## src/rtl/mux_pkg.sv

```systemverilog
// Shared constants and helpers for the round-robin channel mux.
package mux_pkg;

   localparam logic MODE_FIXED = 1'b0;
   localparam logic MODE_RR    = 1'b1;

   // Index width for n channels; never narrower than one bit.
   function automatic int idx_w(input int n);
      return (n > 1) ? $clog2(n) : 1;
   endfunction

endpackage

```

## src/rtl/rr_arbiter.sv

```systemverilog
// Grant selection: fixed channel select or round-robin search from ptr.
module rr_arbiter
   import mux_pkg::*;
#(
   parameter int NCH = 4,
   parameter int IW  = idx_w(NCH)
) (
   input  logic [NCH-1:0] req,
   input  logic [IW-1:0]  ptr,
   input  logic           mode,
   input  logic [IW-1:0]  sel,
   output logic [NCH-1:0] grant,
   output logic [IW-1:0]  idx
);

   logic found;
   int   c;

   always_comb begin
      grant = '0;
      idx   = '0;
      found = 1'b0;
      c     = 0;
      if (mode == MODE_FIXED) begin
         // sel beyond the last channel grants nothing
         if (int'(sel) < NCH) begin
            if (req[sel]) begin
               grant[sel] = 1'b1;
               idx        = sel;
            end
         end
      end else begin
         for (int k = 0; k < NCH; k++) begin
            c = int'(ptr) + k;
            if (c >= NCH) c = c - NCH;
            if (!found && req[c]) begin
               found    = 1'b1;
               grant[c] = 1'b1;
               idx      = IW'(c);
            end
         end
      end
   end

endmodule

```

## src/rtl/rr_mux.sv

```systemverilog
// Registered N-channel mux with fixed or round-robin selection.
// Optional out_parity output when RR_MUX_PARITY_EN is defined.
module rr_mux
   import mux_pkg::*;
#(
   parameter int WIDTH = 32,
   parameter int NCH   = 4
) (
   input  logic                     clk,
   input  logic                     reset,
   input  logic [NCH-1:0]           in_valid,
   input  logic [NCH*WIDTH-1:0]     in_data,
   output logic [NCH-1:0]           in_ready,
   input  logic                     mode,
   input  logic [idx_w(NCH)-1:0]    sel,
   output logic                     out_valid,
   input  logic                     out_ready,
   output logic [WIDTH-1:0]         out_data,
   output logic [idx_w(NCH)-1:0]    out_ch
`ifdef RR_MUX_PARITY_EN
   ,
   output logic                     out_parity
`endif
);

   localparam int IW = idx_w(NCH);

   logic [NCH-1:0]   grant;
   logic [IW-1:0]    gidx;
   logic [IW-1:0]    ptr;
   logic             can_load;
   logic             accept;
   logic [WIDTH-1:0] data_next;

   rr_arbiter #(.NCH(NCH), .IW(IW)) u_arb (
      .req   (in_valid),
      .ptr   (ptr),
      .mode  (mode),
      .sel   (sel),
      .grant (grant),
      .idx   (gidx)
   );

   // Output register may take a word when empty or draining this cycle.
   assign can_load  = !reset && (!out_valid || out_ready);
   assign in_ready  = can_load ? grant : '0;
   assign accept    = |in_ready;
   assign data_next = in_data[int'(gidx)*WIDTH +: WIDTH];

   always_ff @(posedge clk) begin
      if (reset) begin
         out_valid <= 1'b0;
         out_data  <= '0;
         out_ch    <= '0;
         ptr       <= '0;
      end else if (accept) begin
         out_valid <= 1'b1;
         out_data  <= data_next;
         out_ch    <= gidx;
         ptr       <= (int'(gidx) == NCH - 1) ? '0 : IW'(int'(gidx) + 1);
      end else if (out_ready) begin
         out_valid <= 1'b0;
      end
   end

`ifdef RR_MUX_PARITY_EN
   always_ff @(posedge clk) begin
      if (reset) begin
         out_parity <= 1'b0;
      end else if (accept) begin
         out_parity <= ^data_next;
      end
   end
`endif

endmodule

```

## config.mk

```make
export PLATFORM = sky130hd
export DESIGN_NAME = rr_mux
export DESIGN_NICKNAME = d
export VERILOG_FILES = /design/src/rtl/mux_pkg.sv /design/src/rtl/rr_arbiter.sv /design/src/rtl/rr_mux.sv
export SDC_FILE = /design/constraint.sdc
export NUM_CORES = 1
export LEC_CHECK = 0
export BUFFER_PORTS_ARGS = -buffer_cell sky130_fd_sc_hd__buf_2
export CORE_MARGIN = 2
export CORE_UTILIZATION = 30
export CTS_BUF_LIST = sky130_fd_sc_hd__clkbuf_8
export CTS_CLUSTER_SIZE = 14
export DETAILED_ROUTE_END_ITERATION = 10
export SETUP_SLACK_MARGIN = 0.5
export SLEW_MARGIN = 20
export SYNTH_ARGS = -nofsm -noshare
export SYNTH_HDL_FRONTEND = slang
export SYNTH_SLANG_ARGS = --single-unit
export TNS_END_PERCENT = 1
```

## constraint.sdc

```tcl
create_clock -name clk -period 4.4 [get_ports clk]
set_input_delay 0.22 -clock clk [delete_from_list [all_inputs] [get_ports clk]]
set_output_delay 0.22 -clock clk [all_outputs]
set_load 0.01 [all_outputs]
```

==> flow_summary.json, run 1 <==
{
  "synth_seq_area_share_pct": 22.3,
  "min_path_type": "primary input to register",
  "reg2regPathDepth": 9,
  "slew_margin_rel_pct": 62.4,
  "die_area_um2": 12000,
  "start_util_pct": 30.7,
  "final_period_minus_worst_setup_slack_ns": 3.65,
  "drc_errors": 0,
  "cts_root_buf": "clkbuf_8",
  "max_cap_violations": 0,
  "postLayoutCellArea_um2": 4350,
  "synth-main-ff-cell": "dfxtp_1",
  "ff2ff_setup_slack_ns": 0.75,
  "post_synth_main_area_contributors": "mux2i_1, dfxtp_1, mux2_4",
  "grt_antenna_before_repair": 0,
  "die_width_um": 109,
  "tightestPinTransition_ns": 0.564,
  "post-dp-hpwl_mm": 6.53,
  "power_switching_mw": 0.918,
  "core_area_um2": 10800,
  "yosys_warnings": 0,
  "detail_route.vias_per_cell": 4.72,
  "power_frac_seq_pct": 26.6,
  "count_of_final_max_slew_check_failures": 0,
  "crit-reg2reg-launch": "ptr[0]",
  "htree_num_levels": 2,
  "powerDensity_nw_per_um2": 530,
  "critical_path.max_fanout": 19,
  "worst_skew_pair.late_latency_ns": 0.29,
  "drt_wl_total_mm": 8.17,
  "power_frac_clock_pct": 11.9,
  "synth_seq_cells": 37,
  "number_of_buffers_created_by_cts": 5,
  "layout.core_utilization_pct": 40.1,
  "synth_cell_type_count": 42,
  "finalNetCount": 620,
  "total_leakage_power_nw": 2.16,
  "drt-wirelength-per-cell_um": 13.2,
  "worstPathArrival_ns": 3.83,
  "setup.worst_path.class": "register to register",
  "tritoncts": "yes",
  "ctsResizeCount": 0,
  "fin_tns_setup_ns": 0,
  "max_clock_freq_mhz": 274,
  "drive_above_1_share_pct": 49.7,
  "required_worst_endpoint_ns": 4.58,
  "worst_clock_skew_ns": 0.00679,
  "mappedNetlistArea_um2": 3330,
  "ant_nets": 0,
  "end_of_the_worst_hold_path": "out_valid",
  "synthCells": 313,
  "power.share.combinational_pct": 61.5,
  "cp-start-kind": "register",
  "cts_setup_buffers": 0,
  "tritoncts_num_sinks": 37,
  "io_buffer_count": 176,
  "sw_frac_of_total_pct": 39.8,
  "timing.hold.worst_path_depth": 3,
  "place_area_um2": 4240,
  "final-setup-viol-count": 0,
  "async_reset_ff_share_pct": 0,
  "final_hold_violating_endpoints": 0,
  "num_antenna_cells": 0,
  "cts.reportedPaths.clkPinSlew_ns": 0.08,
  "placementRows": 38,
  "hold_buffers": 0,
  "via_count_of_the_first_global_routing_pass": 2774,
  "synth_top_cell_area_share_pct": 30.1,
  "synth.avg_cell_area_um2": 10.6,
  "grt_max_degree": 39,
  "endpoint_kind": "register",
  "worst_r2r_endpoint": "out_ch[1]",
  "synth_enable_flop_cells": 0,
  "chipHeight_um": 109,
  "globalRouteTotalUtil_pct": 13.1,
  "netlist.top_cell.by_area": "mux2i_1",
  "rsz0062_at_grt": "no",
  "boundaryPins": 177,
  "cts_max_path_buffers": 2,
  "detail_route.iter0.violations": 52,
  "flow.area_growth_from_synthesis_pct": 30.6,
  "num_vias": 2913,
  "intPower_mw": 1.39,
  "syn-num-nets": 457,
  "period_share_pct": 83.0,
  "min-delay-start": "out_ready",
  "worst_ir_drop_vdd_mv": 0.201,
  "grt_pass1_wl_mm": 12.5,
  "drtPass1Iterations": 4,
  "status": "completed",
  "finalWeightedCongestion": 0.819,
  "grt.overflow.total": 0
}
sequential cells by signal, summed over array words and instances, names as in the netlist:
name,cells
out_ch,2
out_valid,1
out_data,32
ptr,2
cells by family after synthesis:
family	Yosys count	share of synthesized area [%]
buf+inv	30	6.84
simple gates	68	13.5
mux	143	48.3
flops	37	22.3
fa+ha+maj	6	2.26
compound gates	29	6.84
critical path, cell delays in order, from the launching register on:
cell and delay (ns):
dfxtp_1 0.61, clkinv_1 0.37, ha_1 0.58, mux2i_1 0.35, mux2i_1 0.21, a31oi_1 0.23, a31oi_1 0.17, nor4_4 0.31
buf_4 0.35, mux2_1 0.35
through the flow:
stage / total power [mW] / instances / hold WS [ns] / setup slack [ns]
finish: 2.30 / 617 / 0.236 / 0.750
global placement: 2.02 / 609 / 0.458 / 0.859
global route: 2.49 / 617 / 0.277 / 0.506
detailed placement: 2.06 / 609 / 0.463 / 0.772
CTS: 2.34 / 617 / 0.222 / 0.765
floorplan: 1.72 / 313 / 0.414 / 1.18
layout by cell type, fill, tap and decap left out, drive strengths merged, types with 2 or more instances in the layout:
cell / synthesis / layout
o31ai: 4 / 4
ha: 6 / 6
nor3b: 3 / 3
a31oi: 13 / 13
and3b: 3 / 3
clkbuf: 5 / 7
and2: 4 / 4
mux4: 2 / 2
inv: 3 / 4
mux2i: 100 / 100
nor3: 2 / 2
o21ai: 4 / 4
buf: 21 / 182
nand2: 2 / 2
o221ai: 2 / 2
nor2: 4 / 4
nor4: 2 / 2
and3: 3 / 3
nor2b: 8 / 8
dfxtp: 37 / 37
mux2: 41 / 41
nand2b: 33 / 33
routing by layer:
layer | global-route usage [%] | up-vias | share of wire [%]
li1 | - | 1468 | -
met1 | 14.6 | 1315 | 39
met2 | 24.2 | 123 | 51
met3 | 3.73 | 7 | 8.3
met4 | 3.35 | 0 | 1.0
met5 | 0 | - | 0
synthesized netlist by cell type, types with 2 or more instances:
cell type  number
mux2_1          4
mux2_4         27
and2_1          4
nor2_1          4
clkbuf_1        5
and3b_1         3
inv_1           3
nor2b_1         8
mux2i_1       100
dfxtp_1        37
ha_1            6
nand2b_1       33
buf_2           8
mux4_2          2
buf_12          3
o221ai_1        2
and3_1          3
buf_4           3
a31oi_1        12
o31ai_1         4
nand2_1         2
nor3b_1         3
mux2_2         10
buf_6           6
o21ai_0         4
worst max path at each step:
stage | slack [ns] | endpoint | from
2_1_floorplan | 1.18 | ptr[1] | ptr[0]
3_3_place_gp | 0.86 | ptr[1] | ptr[0]
3_5_place_dp | 0.77 | ptr[1] | ptr[0]
4_1_cts | 0.76 | ptr[0] | ptr[0]
5_1_grt | 0.51 | ptr[1] | ptr[0]
6_report | 0.75 | out_ch[1] | ptr[0]
layout make-up:
| cell class | instances | area [um2] |
|---|---|---|
| Fill cell | 1113 | 6490 |
| Multi-Input combinational cell | 246 | 2390 |
| Timing Repair Buffer | 182 | 926 |
| Sequential cell | 37 | 741 |
| Tap cell | 140 | 175 |
| Clock buffer | 7 | 96.3 |
| Inverter | 4 | 15.0 |
| Clock inverter | 1 | 8.76 |
power by group through the flow:
stage | Combinational (mW) | Sequential (mW) | Clock (mW)
6_report | 1.42 | 0.614 | 0.275
5_1_grt | 1.54 | 0.639 | 0.305
4_1_cts | 1.44 | 0.616 | 0.289
3_5_place_dp | 1.44 | 0.619 | 0
3_3_place_gp | 1.41 | 0.618 | 0
2_1_floorplan | 1.03 | 0.684 | 0
No activity file was read; power rests on OpenSTA's default activity.
==> inputs of run 2 (changes only) <==
==> constraint.sdc (replaced) <==
create_clock -name clk -period 2.9 [get_ports clk]
set_input_delay 0.145 -clock clk [delete_from_list [all_inputs] [get_ports clk]]
set_output_delay 0.145 -clock clk [all_outputs]
set_load 0.01 [all_outputs]
==> flow_summary.json, run 2 (synthesis gave the netlist of run 1 again) <==
{
  "status": "completed",
  "worstPathArrival_ns": 2.86,
  "placementRows": 38,
  "tightestPinTransition_ns": 0.481,
  "final_hold_violating_endpoints": 0,
  "critPathSlowestCell": "o31ai_1",
  "worst_ir_drop_vdd_mv": 0.371,
  "tritoncts": "yes",
  "reg2regPathDepth": 10,
  "finalWeightedCongestion": 0.900,
  "drt_wl_total_mm": 8.52,
  "cts_root_buf": "clkbuf_8",
  "timing.critical_path.buf_inv": 3,
  "timing.hold.worst_path_depth": 3,
  "final-setup-viol-count": 0,
  "boundaryPins": 177,
  "setup.worst_path.class": "register to register",
  "tritoncts_num_sinks": 37,
  "number_of_buffers_created_by_cts": 5,
  "layout.cells.non_filler": 632,
  "postLayoutSetupSlackWorst_ns": 0.226,
  "crit_family": "compound AO/OA/AOI/OAI gates",
  "slew_margin_rel_pct": 67.0,
  "globalRouteTotalUtil_pct": 13.6,
  "drt-wirelength-per-cell_um": 13.5,
  "htree_num_levels": 2,
  "flow.area_growth_from_synthesis_pct": 43.5,
  "top_register": "out_data",
  "worst_skew_pair.late_latency_ns": 0.29,
  "powerDensity_nw_per_um2": 847,
  "num_antenna_cells": 0,
  "cell_chain_of_the_critical_path": "inv_4 > ha_4 > or3b_4 > a21boi_4 > o31ai_1 > a31oi_4 > nor4_4 > buf_4 > buf_12 > mux2_4",
  "max_cap_violations": 0,
  "die_width_um": 109,
  "design_power_total_mw": 4.05,
  "drc_errors": 0,
  "core_area_um2": 10800,
  "layout.core_utilization_pct": 44.1,
  "die_area_um2": 12000,
  "end_of_the_worst_hold_path": "out_valid",
  "drive_above_1_share_pct": 55.9,
  "period_share_pct": 92.2,
  "cts_max_path_buffers": 2,
  "crit-reg2reg-launch": "ptr[1]",
  "num_vias": 2936,
  "detail_route.iter0.violations": 48,
  "worst_clock_skew_ns": 0.00711,
  "grt_antenna_before_repair": 0,
  "postLayoutCellArea_um2": 4780,
  "ff2ff_setup_slack_ns": 0.23,
  "worst_r2r_endpoint": "out_ch[0]",
  "chipHeight_um": 109,
  "place_area_um2": 4400,
  "final_cell_mix": "buf_2, mux2i_1, dfxtp_1",
  "start_util_pct": 30.7,
  "total_leakage_power_nw": 2.30,
  "post-dp-hpwl_mm": 6.45,
  "grt_pass1_wl_mm": 13.1,
  "finalNetCount": 635,
  "endpoint_kind": "register",
  "cp_slowest_stage_delay_ns": 0.45,
  "final_period_minus_worst_setup_slack_ns": 2.67,
  "count_of_final_max_slew_check_failures": 0,
  "grt_max_degree": 39,
  "post-place-cells": 611,
  "placement.setup.worst_slack_ns": -0.146,
  "ant_nets": 0,
  "via_count_of_the_first_global_routing_pass": 2882,
  "grt.overflow.total": 0,
  "rsz0062_at_grt": "yes",
  "drtPass1Iterations": 6,
  "min-delay-start": "out_ready",
  "io_buffer_count": 176,
  "cp-start-kind": "register",
  "final_common_cell": "buf_2",
  "cts.reportedPaths.clkPinSlew_ns": 0.08,
  "detail_route.vias_per_cell": 4.65,
  "required_worst_endpoint_ns": 3.08,
  "critical_path.startpoint": "ptr[1]",
  "top_regs": "out_data x32, out_ch x2, ptr x2",
  "max_clock_freq_mhz": 374,
  "largest_register_ff_count": 32,
  "critical_path.max_fanout": 9,
  "min_path_type": "primary input to register"
}
-- run 2: cell count changes in the layout (fill, tap and decap cells not counted), sizes merged --
| cell | delta |
|---|---|
| buf | +15 |
| bufinv | +1 |
| clkbuf | -1 |
-- run 2: final cells by class --
cell class                 count  area, um2
fill                        1053       6060
inverter                       4       30.0
clock buffer                   6       82.6
timing repair buffer         197       1130
clock inverter                 2       33.8
tap                          140        175
multi-input combinational    246       2570
sequential                    37        748
-- run 2: how the worst max path moves through the flow --
| stage | endpoint | slack, ns | depth (start not counted) |
|---|---|---|---|
| after floorplan | ptr[0] | 0.27 | 11 |
| after global placement | out_ch[1] | 0.04 | 9 |
| after detailed placement | out_data[10] | -0.15 | 10 |
| after CTS | out_ch[0] | 0.28 | 10 |
| after global routing | out_data[25] | 0.12 | 11 |
| final | out_ch[0] | 0.23 | 10 |
-- run 2: power breakdown --
group	switching (mW)	internal, mW	total, mW
clock network	0.184	0.277	0.461
logic	1.23	1.43	2.66
registers	0.143	0.783	0.926
total	1.55	2.49	4.05
-- run 2: tightest hold or removal path: cells and delay by family --
| family | cells | cell delay (ns) |
|---|---|---|
| AND/OR/NAND/NOR | 1 | 0.11 |
| buffers and inverters | 1 | 0.07 |
| AO/OA/AOI/OAI | 1 | 0.06 |
-- run 2: per-layer routing --
| layer | vias up | track usage (%) | part of all wire [%] |
|---|---|---|---|
| met5 | - | 0 | 0 |
| met4 | 0 | 3.89 | 0.85 |
| met3 | 6 | 2.25 | 5.9 |
| met2 | 100 | 25.0 | 52 |
| met1 | 1329 | 16.2 | 42 |
| li1 | 1501 | - | - |
-- run 2: through the flow --
stage	hold WS, ns	setup TNS (ns)
after floorplan	0.339	0
after global routing	0.149	0
after CTS	0.144	0
final	0.146	0
after detailed placement	0.458	-2.58
after global placement	0.442	0
-- run 2: repair_timing --
| item | in CTS | in global routing |
|---|---|---|
| buffers inserted | 11 | 1 |
| resized for setup | 15 | 6 |
| setup endpoints to repair | 41 | 41 |
| gates cloned | 1 | 0 |
| pin swaps | 5 | 3 |
| hold buffers | 0 | 0 |
